==> src/rtl/axi_slave_mem_pkg.sv <==
// Shared types and constants for the axi_slave_mem burst memory responder.
package axi_slave_pkg;

  localparam logic RESP_OK   = 1'b0;
  localparam logic RESP_ERR  = 1'b1;
  localparam int   MAX_BEATS = 16;

  typedef enum logic [1:0] {RD_IDLE, RD_PREP, RD_BURST} rd_state_t;
  typedef enum logic [1:0] {WR_IDLE, WR_DATA, WR_RESP}  wr_state_t;

endpackage

==> src/rtl/axi_slave_mem_if.sv <==
// Simplified AXI-style bus between the team's bus master and the memory responder.
interface axi_slave_mem_if #(
  parameter int ADDR_W = 8,
  parameter int DATA_W = 8,
  parameter int ID_W   = 4,
  parameter int LEN_W  = 4
);
  logic                       ARVALID;
  logic [ADDR_W+LEN_W+ID_W-1:0] ARREQ;
  logic                       ARREADY;
  logic                       RVALID;
  logic                       RREADY;
  logic                       RLAST;
  logic [DATA_W:0]            RBEAT;
  logic                       AWVALID;
  logic [ADDR_W+ID_W-1:0]     AWREQ;
  logic                       AWREADY;
  logic                       WVALID;
  logic [DATA_W-1:0]          WDATA;
  logic                       WLAST;
  logic                       WREADY;
  logic                       BVALID;
  logic [ID_W:0]              BRESP;
  logic                       BREADY;

  modport master (
    output ARVALID, ARREQ, RREADY, AWVALID, AWREQ, WVALID, WDATA, WLAST, BREADY,
    input  ARREADY, RVALID, RLAST, RBEAT, AWREADY, WREADY, BVALID, BRESP
  );

  modport slave (
    input  ARVALID, ARREQ, RREADY, AWVALID, AWREQ, WVALID, WDATA, WLAST, BREADY,
    output ARREADY, RVALID, RLAST, RBEAT, AWREADY, WREADY, BVALID, BRESP
  );
endinterface

==> src/rtl/axi_slave_mem_array.sv <==
// Byte store: one synchronous write port and one enabled, registered read port.
// A read and write of the same address on one edge returns the old contents.
module axi_slave_mem_array #(
  parameter int ADDR_W = 8,
  parameter int DATA_W = 8
) (
  input  logic              clk,
  input  logic              we,
  input  logic [ADDR_W-1:0] waddr,
  input  logic [DATA_W-1:0] wdata,
  input  logic              re,
  input  logic [ADDR_W-1:0] raddr,
  output logic [DATA_W-1:0] rdata
);

  logic [DATA_W-1:0] mem [2**ADDR_W];

  // NOTE: the store has no reset; contents must survive rst and a reset would block RAM inference.
  always_ff @(posedge clk) begin
    if (we) mem[waddr] <= wdata;
    if (re) rdata <= mem[raddr];
  end

endmodule

==> src/rtl/axi_slave_mem.sv <==
// Burst memory responder: independent read and write FSMs sharing one byte store.
// Addresses wrap modulo 2^ADDR_W; wrapped or overrun beats flag an error response.
module axi_slave_mem
  import axi_slave_pkg::*;
#(
  parameter int ADDR_W = 8,
  parameter int DATA_W = 8,
  parameter int ID_W   = 4,
  parameter int LEN_W  = 4
) (
  input logic            clk,
  input logic            rst,
  axi_slave_mem_if.slave bus
);

  localparam int SUM_W  = ADDR_W + 1;
  localparam int BEAT_W = LEN_W + 1;

  logic alive;

  rd_state_t         rd_state, rd_next;
  logic [ADDR_W-1:0] rd_addr;
  logic [LEN_W-1:0]  rd_len, rd_beat, rd_beat_inc;
  logic              rd_last, rd_wrap, ar_fire, r_fire;
  logic [SUM_W-1:0]  rd_sum;

  wr_state_t         wr_state, wr_next;
  logic [ADDR_W-1:0] wr_addr;
  logic [ID_W-1:0]   wr_id;
  logic [BEAT_W-1:0] wr_beat;
  logic              wr_err, wr_overrun, aw_fire, w_fire;
  logic [SUM_W-1:0]  wr_sum;

  logic              mem_we, mem_re;
  logic [DATA_W-1:0] mem_rdata;

  // Ready flags stay low through reset and rise on the first edge after release.
  always_ff @(posedge clk) begin
    // NOTE: sequential state uses <= so every flop samples pre-edge values.
    alive <= !rst;
  end

  assign ar_fire     = (rd_state == RD_IDLE) && alive && bus.ARVALID;
  assign r_fire      = (rd_state == RD_BURST) && bus.RREADY;
  assign rd_last     = (rd_beat == rd_len);
  assign rd_beat_inc = rd_beat + LEN_W'(1);

  always_comb begin
    // NOTE: every output gets a default first so no path leaves it unassigned (no latch).
    rd_next     = rd_state;
    bus.ARREADY = 1'b0;
    bus.RVALID  = 1'b0;
    mem_re      = 1'b0;
    rd_sum      = {1'b0, rd_addr};
    unique case (rd_state)
      RD_IDLE: begin
        bus.ARREADY = alive;
        if (ar_fire) rd_next = RD_PREP;
      end
      RD_PREP: begin
        mem_re  = 1'b1;
        rd_next = RD_BURST;
      end
      RD_BURST: begin
        bus.RVALID = 1'b1;
        if (r_fire && rd_last) begin
          rd_next = RD_IDLE;
        end else if (r_fire) begin
          // Prefetch the next beat so a held RREADY streams one beat per cycle.
          mem_re = 1'b1;
          rd_sum = {1'b0, rd_addr} + SUM_W'(rd_beat_inc);
        end
      end
      default: rd_next = RD_IDLE;
    endcase
  end

  always_ff @(posedge clk) begin
    if (rst) begin
      rd_state <= RD_IDLE;
      rd_addr  <= '0;
      rd_len   <= '0;
      rd_beat  <= '0;
      rd_wrap  <= RESP_OK;
    end else begin
      rd_state <= rd_next;
      if (ar_fire) begin
        rd_addr <= bus.ARREQ[ADDR_W+LEN_W+ID_W-1 -: ADDR_W];
        rd_len  <= bus.ARREQ[LEN_W+ID_W-1 -: LEN_W];
        rd_beat <= '0;
      end
      if (mem_re) rd_wrap <= rd_sum[ADDR_W];
      if (r_fire && !rd_last) rd_beat <= rd_beat_inc;
    end
  end

  assign bus.RLAST = (rd_state == RD_BURST) && rd_last;
  assign bus.RBEAT = (rd_state == RD_BURST) ? {mem_rdata, rd_wrap} : '0;

  assign aw_fire    = (wr_state == WR_IDLE) && alive && bus.AWVALID;
  assign w_fire     = (wr_state == WR_DATA) && bus.WVALID;
  assign wr_overrun = wr_beat[LEN_W];
  assign wr_sum     = {1'b0, wr_addr} + SUM_W'(wr_beat);

  always_comb begin
    wr_next     = wr_state;
    bus.AWREADY = 1'b0;
    bus.WREADY  = 1'b0;
    bus.BVALID  = 1'b0;
    mem_we      = 1'b0;
    unique case (wr_state)
      WR_IDLE: begin
        bus.AWREADY = alive;
        if (aw_fire) wr_next = WR_DATA;
      end
      WR_DATA: begin
        bus.WREADY = 1'b1;
        mem_we     = w_fire && !wr_overrun;
        if (w_fire && bus.WLAST) wr_next = WR_RESP;
      end
      WR_RESP: begin
        bus.BVALID = 1'b1;
        if (bus.BREADY) wr_next = WR_IDLE;
      end
      default: wr_next = WR_IDLE;
    endcase
  end

  always_ff @(posedge clk) begin
    if (rst) begin
      wr_state <= WR_IDLE;
      wr_addr  <= '0;
      wr_id    <= '0;
      wr_beat  <= '0;
      wr_err   <= RESP_OK;
    end else begin
      wr_state <= wr_next;
      if (aw_fire) begin
        wr_addr <= bus.AWREQ[ADDR_W+ID_W-1 -: ADDR_W];
        wr_id   <= bus.AWREQ[ID_W-1:0];
        wr_beat <= '0;
        wr_err  <= RESP_OK;
      end
      if (w_fire) begin
        // The counter parks at MAX_BEATS so later beats are absorbed unwritten.
        if (!wr_overrun) wr_beat <= wr_beat + BEAT_W'(1);
        if (wr_overrun || wr_sum[ADDR_W]) wr_err <= RESP_ERR;
      end
    end
  end

  assign bus.BRESP = (wr_state == WR_RESP) ? {wr_id, wr_err} : '0;

  axi_slave_mem_array #(
    .ADDR_W(ADDR_W),
    .DATA_W(DATA_W)
  ) u_mem (
    .clk  (clk),
    .we   (mem_we),
    .waddr(wr_sum[ADDR_W-1:0]),
    .wdata(bus.WDATA),
    .re   (mem_re),
    .raddr(rd_sum[ADDR_W-1:0]),
    .rdata(mem_rdata)
  );

endmodule

==> src/flat_wrapper.sv <==
// flat-port wrapper written by rule: the top's interface ports become plain ports
module axi_slave_mem_flat import axi_slave_pkg::*;
#(
  parameter int ADDR_W = 8,
  parameter int DATA_W = 8,
  parameter int ID_W   = 4,
  parameter int LEN_W  = 4
)
  (clk, rst, bus_ARVALID, bus_ARREQ, bus_RREADY, bus_AWVALID, bus_AWREQ, bus_WVALID, bus_WDATA, bus_WLAST, bus_BREADY, bus_ARREADY, bus_RVALID, bus_RLAST, bus_RBEAT, bus_AWREADY, bus_WREADY, bus_BVALID, bus_BRESP);
  axi_slave_mem_if #(.ADDR_W(ADDR_W), .DATA_W(DATA_W), .ID_W(ID_W), .LEN_W(LEN_W)) bus_i ();
  input logic clk;
  input logic rst;
  input wire logic [$bits(bus_i.ARVALID)-1:0] bus_ARVALID;
  input wire logic [$bits(bus_i.ARREQ)-1:0] bus_ARREQ;
  input wire logic [$bits(bus_i.RREADY)-1:0] bus_RREADY;
  input wire logic [$bits(bus_i.AWVALID)-1:0] bus_AWVALID;
  input wire logic [$bits(bus_i.AWREQ)-1:0] bus_AWREQ;
  input wire logic [$bits(bus_i.WVALID)-1:0] bus_WVALID;
  input wire logic [$bits(bus_i.WDATA)-1:0] bus_WDATA;
  input wire logic [$bits(bus_i.WLAST)-1:0] bus_WLAST;
  input wire logic [$bits(bus_i.BREADY)-1:0] bus_BREADY;
  output wire logic [$bits(bus_i.ARREADY)-1:0] bus_ARREADY;
  output wire logic [$bits(bus_i.RVALID)-1:0] bus_RVALID;
  output wire logic [$bits(bus_i.RLAST)-1:0] bus_RLAST;
  output wire logic [$bits(bus_i.RBEAT)-1:0] bus_RBEAT;
  output wire logic [$bits(bus_i.AWREADY)-1:0] bus_AWREADY;
  output wire logic [$bits(bus_i.WREADY)-1:0] bus_WREADY;
  output wire logic [$bits(bus_i.BVALID)-1:0] bus_BVALID;
  output wire logic [$bits(bus_i.BRESP)-1:0] bus_BRESP;
  assign bus_i.ARVALID = bus_ARVALID;
  assign bus_i.ARREQ = bus_ARREQ;
  assign bus_i.RREADY = bus_RREADY;
  assign bus_i.AWVALID = bus_AWVALID;
  assign bus_i.AWREQ = bus_AWREQ;
  assign bus_i.WVALID = bus_WVALID;
  assign bus_i.WDATA = bus_WDATA;
  assign bus_i.WLAST = bus_WLAST;
  assign bus_i.BREADY = bus_BREADY;
  assign bus_ARREADY = bus_i.ARREADY;
  assign bus_RVALID = bus_i.RVALID;
  assign bus_RLAST = bus_i.RLAST;
  assign bus_RBEAT = bus_i.RBEAT;
  assign bus_AWREADY = bus_i.AWREADY;
  assign bus_WREADY = bus_i.WREADY;
  assign bus_BVALID = bus_i.BVALID;
  assign bus_BRESP = bus_i.BRESP;
  axi_slave_mem #(.ADDR_W(ADDR_W), .DATA_W(DATA_W), .ID_W(ID_W), .LEN_W(LEN_W)) u_core (.clk(clk), .rst(rst), .bus(bus_i));
endmodule
==> config.mk <==
export PLATFORM = sky130hd
export DESIGN_NAME = axi_slave_mem_flat
export DESIGN_NICKNAME = d
export VERILOG_FILES = /design/src/rtl/axi_slave_mem_pkg.sv /design/src/rtl/axi_slave_mem_if.sv /design/src/rtl/axi_slave_mem_array.sv /design/src/rtl/axi_slave_mem.sv /design/src/flat_wrapper.sv
export SDC_FILE = /design/constraint.sdc
export NUM_CORES = 2
export LEC_CHECK = 0
export ABC_AREA = 1
export CELL_PAD_IN_SITES_DETAIL_PLACEMENT = 1
export CELL_PAD_IN_SITES_GLOBAL_PLACEMENT = 1
export CORE_AREA = 2 2 515 517
export CTS_CLUSTER_DIAMETER = 100
export DETAILED_ROUTE_END_ITERATION = 6
export DIE_AREA = 0 0 517 519
export HOLD_SLACK_MARGIN = 0.15
export PLACE_DENSITY_LB_ADDON = 0.1
export SETUP_SLACK_MARGIN = 0.05
export SLEW_MARGIN = 20
export SYNTH_ARGS = -nofsm -noshare
export SYNTH_HDL_FRONTEND = slang
export SYNTH_SLANG_ARGS = --single-unit
==> constraint.sdc <==
create_clock -name clk -period 3.36 [get_ports clk]
set_input_delay 0.504 -clock clk [delete_from_list [all_inputs] [get_ports clk]]
set_output_delay 0.504 -clock clk [all_outputs]
set_load 0.05 [all_outputs]
==> run metrics <==
clk_skew=57.2 ps; final worst path period share=98.8%; die height=519 µm; grt ovf=0; Total Routing Usage GR=24.8%; power per cell area=628 nW/µm²; CTS tree=yes; setup violators final=0; outcome=complete, no violations; worst setup margin=41.0 ps; worst slack, placed=-948 ps; Area growth, synth to finish=27.9%; Post-DP Area=102000 µm²; Port-buffer cells=59; Hold Crit Class=input pin to flop; Finished Layout Cells=13400; post-synthesis compound-gate area fraction=1.37%; Syn Nets=8962; CP startpoint kind=flop; Clk Latency, worst-skew pair=910 ps; Setup Crit Path Kind=flop to flop; fmax=301 MHz; post-route design area=117000 µm²; Placed Cells=12800; initial antenna violation count=13; Final Util=44.4%; #FFs+latches synth=2096; simple-gate share of the synthesized area=21.0%; Iter 0 DRT Violations=5642; via count=67300; XOR/XNOR Fraction of Synth Area=0.114%; Mapped Area=91500 µm²; die area=268000 µm²; Synth Instances=8901; FP Rows=189; Tot Pwr=73.5 mW; distinct cell type count after synthesis=31; fraction of synthesized area in multiplexers=0%; share of cells above drive strength 1=18.2%; hpwl dp=205000 µm; vias in the first global route=68200; clock-pin slew on the worst setup and hold paths=60 ps; combinational family with the most area after synthesis=simple AND/OR/NAND/NOR gates; Filler cells=28500; Max clock buf depth=4; worst hold slack=240 ps; first-pass GRT wire length=485000 µm; post-route ant nets=0; Crit. End Element=flop; clock buffer count from CTS=244; commonest non-fill, non-tap cell in the layout=nand2_1; Avg WL per Cell=25.7 µm; sequential area share after synthesis=68.4%; largest net degree at the start of global routing=81; RSZ-0062 raised after global routing=true; Final min period=3320 ps; CP required=3980 ps; Die X=517 µm; final-report hold violation count=0; DRC=0; VDD IR max=0.490 mV; critical path fanouts, max=12; Initial Utilization=34.7%; Post-Route WL=345000 µm; yosys warns=0; CTS sink count=2096; max cap viols=0; Syn Area/Cell=10.3 µm²; max-slew violations=0; clk root buf=clkbuf_16; routed vias/inst=5.01; commonest non-fill, non-tap cells in the layout=nand2_1 (2416), edfxtp_1 (2056), inv_1 (1540), nand3_1 (1435), buf_4 (583); worst relative slew slack=43.1%; num ports=64; DRT Pass-1 Iters=5; nets@finish=9757; P_leak=48.3 nW; Worst Path Arrival=3940 ps; setup_tns=0 ps; CORE AREA=263000 µm²; Post-Synth Adder-Cell Area=0.249%; GP Congestion=0.836; H-tree Lvls=4; Tightest Pin Transition=852 ps
==> power by group <==
group / switching [mW] / internal [mW]
registers: 0.0625 / 28.8
clock network: 10.9 / 14.6
logic: 12.0 / 7.16
==> logic make-up after synthesis <==
kind of cell               count (synthesis)
and+or+nand+nor                         4517
adders and majority gates                 17
buffers and inverters                   2042
DFF                                     2096
xor gates and xnor gates                  11
AOI/OAI and AO/OA                        218
==> flip-flops by register name, summed over array words and instances, names as in the netlist <==
name	cells
u_core.u_mem.rdata	8
u_core.wr_beat	5
u_core.wr_id	4
u_core.wr_err	1
u_core.alive	1
u_core.wr_state	2
u_core.wr_addr	8
u_core.rd_addr	8
u_core.rd_len	4
u_core.rd_beat	4
u_core.u_mem.mem	2048
u_core.rd_wrap	1
u_core.rd_state	2
==> synthesized netlist by cell type <==
| cell type | instances | area, µm² |
|---|---|---|
| nand4_1 | 2 | 12.5 |
| dfxtp_1 | 40 | 801 |
| clkbuf_1 | 135 | 507 |
| ha_1 | 15 | 188 |
| o21ai_2 | 2 | 17.5 |
| nand2_2 | 8 | 50.1 |
| a211oi_1 | 3 | 22.5 |
| fa_1 | 2 | 40.0 |
| nand3_2 | 1 | 10.0 |
| o21ai_0 | 108 | 541 |
| o211ai_1 | 59 | 443 |
| buf_6 | 1 | 11.3 |
| buf_4 | 15 | 113 |
| edfxtp_1 | 2056 | 61700 |
| nand2_4 | 3 | 33.8 |
| or2_2 | 1 | 6.26 |
| xnor2_1 | 2 | 17.5 |
| xor2_2 | 1 | 16.3 |
| nor3_1 | 6 | 30.0 |
| nor2_1 | 284 | 1070 |
| o21a_1 | 1 | 7.51 |
| buf_1 | 20 | 75.1 |
| a21oi_1 | 45 | 225 |
| or2_1 | 2 | 12.5 |
| inv_2 | 6 | 22.5 |
| nand3_1 | 1761 | 8810 |
| nand2_1 | 2448 | 9190 |
| buf_2 | 320 | 1600 |
| nor2_2 | 1 | 6.26 |
| xor2_1 | 8 | 70.1 |
| inv_1 | 1545 | 5800 |
==> what timing repair did <==
item	in CTS	in global routing
cloned	46	33
resized for setup	425	451
hold buffers	11	0
pin swaps	50	87
hold endpoints to repair	277	0
endpoints found under the setup margin	745	1701
buffers inserted	70	80
==> routing by layer <==
layer	routed length (µm)	part of all wire (%)	GRT usage, %	up-vias
li1	-	-	-	30800
met2	165000	48	41.3	1636
met1	153000	44	34.5	34400
met5	13	0.0038	0	-
met4	9190	2.7	5.95	2
met3	17100	4.9	2.61	436
==> worst paths after layout <==
path | start | end | slack [ps] | depth (start not counted)
hold reg to reg | u_core.rd_addr[7]$_SDFFE_PP0P_ | u_core.rd_wrap$_SDFFE_PP0P_ | 460 | 2
hold / removal | bus_AWREQ[6] | u_core.wr_addr[2]$_SDFFE_PP0P_ | 240 | 3
setup / recovery | u_core.rd_beat[0]$_SDFFE_PP0P_ | u_core.u_mem.rdata[3]$_DFFE_PP_ | 40 | 24
setup reg to reg | u_core.rd_beat[0]$_SDFFE_PP0P_ | u_core.u_mem.rdata[3]$_DFFE_PP_ | 40 | 24
==> layout make-up <==
cell class / count / area, µm² / area share (%)
Sequential cell: 2096 / 62600 / 53.5
Multi-Input combinational cell: 4765 / 23900 / 20.4
Timing Repair Buffer: 1038 / 12800 / 10.9
Clock buffer: 296 / 6370 / 5.45
Inverter: 1551 / 5880 / 5.02
Tap cell: 3533 / 4420 / 3.78
Clock inverter: 138 / 1060 / 0.905
Antenna cell: 5 / 12.5 / 0.0107
==> critical path: stages (launching register included) <==
cell and delay [ps]:
dfxtp_4 390, inv_4 50, buf_6 120, nand2_2 50
nand2_2 60, nor2_4 130, nand2_4 90, nand2_8 120
buf_12 120, inv_2 60, nand2_8 80, nand2_8 70
buf_16 170, buf_4 160, buf_16 150, buf_4 150
nand3_2 110, nand3_1 100, nand3_1 120, nand3_2 140
nand3_2 150, nand3_4 170, nand3_2 90, buf_4 120
nand2_2 40
Note: power is estimated with default switching activity, not from simulation.
